## src/rtl/image_loader.sv

```systemverilog
// Byte-stream sprite loader: hunts for a sync byte, then packs byte pairs into
// 12-bit RGB pixels and writes them to the image RAM in raster order.
module image_loader #(
    parameter int          IMG_W     = 156,
    parameter int          IMG_H     = 200,
    parameter logic [7:0]  SYNC_BYTE = 8'hA5
) (
    input  logic        clk,
    input  logic        rst_n,
    input  logic        start,
    input  logic        abort,
    input  logic [7:0]  in_data,
    input  logic        in_valid,
    output logic        in_ready,
    output logic        wr_en,
    output logic [14:0] wr_addr,
    output logic [11:0] wr_data,
    output logic        busy,
    output logic        frame_done
);

    typedef enum logic [1:0] {S_IDLE, S_SYNC, S_HI, S_LO} state_t;

    localparam logic [14:0] PITCH  = 15'(IMG_W);
    localparam logic [14:0] LAST_X = 15'(IMG_W - 1);
    localparam logic [14:0] LAST_Y = 15'(IMG_H - 1);

    state_t      state_q, state_d;
    logic [14:0] x_q, x_d;
    logic [14:0] y_q, y_d;
    logic [3:0]  r_q, r_d;
    logic        wr_en_q, wr_en_d;
    logic [14:0] wr_addr_q, wr_addr_d;
    logic [11:0] wr_data_q, wr_data_d;
    logic        done_q, done_d;
    logic        xfer;
    logic [14:0] pix_addr;

    assign xfer     = in_valid && (state_q != S_IDLE);
    assign pix_addr = y_q * PITCH + x_q;

    always_comb begin
        state_d   = state_q;
        x_d       = x_q;
        y_d       = y_q;
        r_d       = r_q;
        wr_en_d   = 1'b0;
        wr_addr_d = wr_addr_q;
        wr_data_d = wr_data_q;
        done_d    = 1'b0;

        // abort outranks start and any byte transfer in the same cycle
        if (abort) begin
            state_d = S_IDLE;
            x_d     = '0;
            y_d     = '0;
            r_d     = '0;
        end else begin
            case (state_q)
                S_IDLE: begin
                    if (start) begin
                        state_d = S_SYNC;
                        x_d     = '0;
                        y_d     = '0;
                    end
                end
                S_SYNC: begin
                    if (xfer && in_data == SYNC_BYTE) state_d = S_HI;
                end
                S_HI: begin
                    if (xfer) begin
                        r_d     = in_data[3:0];
                        state_d = S_LO;
                    end
                end
                S_LO: begin
                    if (xfer) begin
                        wr_en_d   = 1'b1;
                        wr_addr_d = pix_addr;
                        wr_data_d = {r_q, in_data};
                        state_d   = S_HI;
                        if (x_q == LAST_X) begin
                            x_d = '0;
                            y_d = y_q + 15'd1;
                            if (y_q == LAST_Y) begin
                                state_d = S_IDLE;
                                done_d  = 1'b1;
                                y_d     = '0;
                            end
                        end else begin
                            x_d = x_q + 15'd1;
                        end
                    end
                end
                default: state_d = S_IDLE;
            endcase
        end
    end

    always_ff @(posedge clk or negedge rst_n) begin
        if (!rst_n) begin
            state_q   <= S_IDLE;
            x_q       <= '0;
            y_q       <= '0;
            r_q       <= '0;
            wr_en_q   <= 1'b0;
            wr_addr_q <= '0;
            wr_data_q <= '0;
            done_q    <= 1'b0;
        end else begin
            state_q   <= state_d;
            x_q       <= x_d;
            y_q       <= y_d;
            r_q       <= r_d;
            wr_en_q   <= wr_en_d;
            wr_addr_q <= wr_addr_d;
            wr_data_q <= wr_data_d;
            done_q    <= done_d;
        end
    end

    assign in_ready   = (state_q != S_IDLE);
    assign busy       = (state_q != S_IDLE);
    assign wr_en      = wr_en_q;
    assign wr_addr    = wr_addr_q;
    assign wr_data    = wr_data_q;
    assign frame_done = done_q;

endmodule

```

## config.mk

```make
export PLATFORM = sky130hd
export DESIGN_NAME = image_loader
export DESIGN_NICKNAME = d
export VERILOG_FILES = /design/src/rtl/image_loader.sv
export SDC_FILE = /design/constraint.sdc
export NUM_CORES = 1
export LEC_CHECK = 0
export BUFFER_PORTS_ARGS = -buffer_cell sky130_fd_sc_hd__clkbuf_2
export CAP_MARGIN = 25
export CORE_MARGIN = 4
export CORE_UTILIZATION = 60
export DETAILED_ROUTE_END_ITERATION = 8
export GPL_ROUTABILITY_DRIVEN = 0
export HOLD_SLACK_MARGIN = 0.15
export PLACE_DENSITY = 0.85
export SLEW_MARGIN = 20
export SYNTH_ARGS = -nofsm -noshare
export SYNTH_HDL_FRONTEND = slang
export SYNTH_SLANG_ARGS = --single-unit
```

## constraint.sdc

```tcl
create_clock -name clk -period 5.6 [get_ports clk]
set_input_delay 0.84 -clock clk [delete_from_list [all_inputs] [get_ports clk]]
set_output_delay 0.84 -clock clk [all_outputs]
set_load 0.1 [all_outputs]
```

Word-level counts from Yosys, hierarchy flattened --
Cells that the tools add are included.
Word-level totals: bits in registers 65, input bits 13
Operators by class: add/sub/neg operators 3, multipliers 1, eq/ne operators 11, multiplexer cells 29, bitwise operators 1, reductions and logical operators 12
Operators with widths (number):
- 15-bit 2-to-1 mux | 8
- 15-bit one-hot mux with 2 select lines | 2
- 15-bit by 1-bit adder with 15-bit output, second input constant | 2
- 15-bit by 8-bit == test with 1-bit output, second input constant | 2
- 15-bit adder | 1
- 15-bit by 6-bit multiplier with 13-bit output, second input constant | 1
- 3-bit inequality test, second input constant | 5
- 2-bit 2-to-1 mux | 7
- 4-bit 2-to-1 mux | 3
- 8-bit == test, second input constant | 1
- 1-bit 2-to-1 mux | 8
- 2-bit one-hot mux with 4 select lines | 1
- 4-bit AND reduction | 2
- 3-bit AND reduction | 2
- 2-bit nonzero test | 3
- 2-bit == test, second input constant | 2
- 3-bit nonzero test | 1
- 2-bit by 1-bit == test with 1-bit output, second input constant | 1
- 1-bit logical AND | 2
- 2-bit logical NOT | 1
- 2-bit AND reduction | 1
- 1-bit inverter | 1

Longest topological paths before layout --
depth in word-level cells 6, mapped depth 21, gate-level depth less buffers 21

Worst setup path before layout --
No wires, ideal clock.
path kind reg-to-reg, start point register y_q[4], end point register wr_addr_q[14], in the netlist wr_addr[14], library setup time 0.124 ns, arrival 4.239 ns, required time 5.476 ns, path slack 1.237 ns, cell stages (with the launch flop) 20, buffers on the path 0, clock period less this slack 4.363 ns, cell sequence dfrtp_1 -> inv_1 -> fa_1 -> inv_1 -> ha_1 -> fa_1 -> ha_1 -> and2_1 -> a311oi_1 -> nor2_1 -> o21ai_0 -> nand2b_1 -> xor2_1 -> ha_1 -> nand2_1 -> a21oi_1 -> o211ai_1 -> and3_1 -> o21a_1 -> a211o_1
On the way: longest elaborated chain between the ends 2
RTL lines:
- start: declaration | RTL line 30 | logic [14:0] y_q, y_d;
- start signal: assignment | RTL line 113 | y_q <= y_d;
- 15-bit by 6-bit multiplier with 13-bit output | RTL line 40 | assign pix_addr = y_q * PITCH + x_q;
- 15-bit adder | RTL line 40
- end signal: assignment | RTL line 116 | wr_addr_q <= wr_addr_d;
- end: declaration | RTL line 33 | logic [14:0] wr_addr_q, wr_addr_d;
Every way passes these cells. A chain may end at the register's enable or synchronous reset.

Worst setup path after layout --
Same ends and word-level chain as after synthesis.

==> out/qor.yml <==
status: "completed"
critPathLaunchType: "flip-flop"
numCtsBuffers: 9
chipHeight_um: 96.4
maxCapViolCount: 0
grt_pass1_vias: 3880
peakVddDrop_uv: 314
drtAntennaViolNets: 0
post_cts_buffers: 0
leakage_nw: 2.72
cts_tree: "yes"
drc: 0
clk_path_buf_depth: 2
cp_max_fo: 6
htree_levels: 3
synth_most_common_cell: "nand2_1"
skew_ns: 0.0120
syn-mean-instance-area_um2: 9.02
hold_buffers: 0
path_buf_inv: 2
synth_ff_type: "dfrtp_1"
overflow: 0
crit_top_cell: "ha_1"
antenna_found_initial: 0
relSlewSlack_pct: 44.8
seq_area_frac_synth_pct: 34.7
worst_path_largest_cell_delay_ns: 0.59
post-route-util_pct: 69.6
synth_top_area_cell: "dfrtp_1"
path_class: "flip-flop to flip-flop"
crit_family: "adder cells"
diodes: 0
worst_pin_slew_ns: 0.828
dieArea_um2: 9290
crit_path_end_kind: "flip-flop"
first_pass_iters: 5
drt_iter0_markers: 221
max_freq_mhz: 205
fin_crit_ns: 4.87
detail_route.wl_per_cell_um: 15.8
cts_root_buf: "clkbuf_8"
yosys-top-cells-area: "dfrtp_1 35%, ha_1 13%, fa_1 7.7%"
clock-sinks: 65
r2r_slack_ns: 0.73
cp.arrival_ns: 5.11
synth_common_cells: "85 x nand2_1, 65 x dfrtp_1, 49 x ha_1"
rsz0062_at_grt: "no"
start_util_pct: 63.3
async_flop_share_pct: 100
hold_class: "flip-flop to flip-flop"
syn-cell-area_um2: 4690
drive_gt1_share_pct: 13.1
crit_chain: "inv_1 > fa_1 > inv_1 > ha_1 > fa_1 > ha_1 > and2_1 > a311oi_1 > nor2_1 > o21ai_0 > nand2b_1 > xor2_1 > ha_1 > nand2_1 > a21oi_1 > o211ai_1 > and3_1 > o21a_1 > a211o_1"
syn2layout_area_growth_pct: 9.98
die_x_um: 96.4
vias_per_cell: 5.80
post_cts_resized: 0
syn_inst: 520
yosys_warnings: 0
clk_pin_slew_ns: 0.08
yosysTopAreaCellShare_pct: 34.7
grt_max_degree: 66
fin_crit_sh_pct: 86.9
slowest_stage: "fa_1"
drv_slew: 0
layout.nets: 642
power_density_nw_per_um2: 351
core_um2: 7410
ys_types: 58
finalHoldViolations: 0
ys_ff_latch: 65
dr_total_vias: 3863
grt_pass1_wl_um: 18000
crit_required_ns: 5.84
syn-num-nets: 600
dp_hpwl_um: 7590
pin_count: 44
synth_edf_count: 0
clock_latency_ns: 0.36
rows: 31
wirelength_um: 10500
port_buffers: 43
setup_violations: 0
setup_tns_ns: 0
grtUsageTotal_pct: 24.9
==> kinds of logic after synthesis <==
group | count (synthesis) | synth area share [%]
AND/OR/NAND/NOR | 180 | 18.5
AO/OA/AOI/OAI | 113 | 14.5
adder cells (fa/ha/maj) | 67 | 20.8
flip-flops | 65 | 34.7
buffers and inverters | 63 | 5.42
XOR/XNOR | 27 | 5.04
multiplexers | 5 | 1.09
==> layout by cell type, fill, tap and decap left out, drive strengths merged, types with 3 or more instances in the layout <==
cell type  instances
nand2             85
dfrtp             65
clkbuf            53
ha                49
inv               49
o21ai             49
nor2              32
a21oi             27
fa                18
xor2              14
xnor2             13
nand3             10
nor3               9
o31ai              7
and3               6
a21o               5
nand2b             5
nand4              5
or2                5
nor4               5
o21bai             4
mux2i              4
o21a               4
nand3b             3
buf                3
clkinv             3
==> final cells by class <==
type,instances,area (µm²)
clock buffer,10,138
clock inverter,6,42.5
fill,594,2250
inverter,48,180
multi-input combinational,392,2810
sequential,65,1630
tap,99,124
timing repair buffer,46,238
==> per-stage QoR <==
step           cell area, µm²  cells  power [mW]  hold WS, ns  setup slack, ns
6_report                 5160    666        1.81        0.470            0.732
5_1_grt                  5160    666        1.89        0.504            0.428
4_1_cts                  5160    666        1.81        0.475            0.762
3_5_place_dp             4980    650        1.44        0.456            0.821
3_3_place_gp             4980    650        1.43        0.449             1.08
2_1_floorplan            4690    520        1.32        0.438             1.24
==> routing by layer <==
layer  part of all wire (%)  track usage [%]  up-vias  wire [µm]
li1                       -                -     1851          -
met1                     42             31.4     1856       4420
met2                     50             42.9      131       5270
met3                    5.3             4.34       25        560
met4                    2.4             9.23        0        250
met5                      0                0        -          0
==> where the power goes <==
part	total, mW	switching, mW	internal [mW]	leakage, nW
logic	0.832	0.711	0.121	1.74
registers	0.602	0.0559	0.546	0.887
clock network	0.375	0.202	0.173	0.0887
==> worst reg2reg max path: stages, from the launching register on <==
cell      delay (ns)
dfrtp_1         0.47
inv_1           0.18
fa_1            0.59
inv_1           0.06
ha_1            0.29
fa_1            0.51
ha_1            0.37
and2_1          0.19
a311oi_1        0.35
nor2_1          0.11
o21ai_0         0.16
nand2b_1        0.08
xor2_1          0.14
ha_1            0.33
nand2_1         0.07
a21oi_1         0.12
o211ai_1        0.13
and3_1          0.18
o21a_1          0.17
a211o_1         0.26
==> final timing paths <==
check	to	start	cells past startpoint
max in group asynchronous	y_q[9]	rst_n	2
min reg2reg	wr_data[9]	r_q[1]	2
min	wr_data[9]	r_q[1]	2
max	wr_addr[14]	y_q[4]	19
max reg2reg	wr_addr[14]	y_q[4]	19
min in group asynchronous	wr_data[7]	rst_n	2
==> state kept, by name (all words and copies together), names as in the netlist <==
name / flops
state_q: 2
x_q: 15
r_q: 4
wr_addr: 15
wr_en: 1
frame_done: 1
wr_data: 12
y_q: 15
No activity file was read; power rests on OpenSTA's default activity.
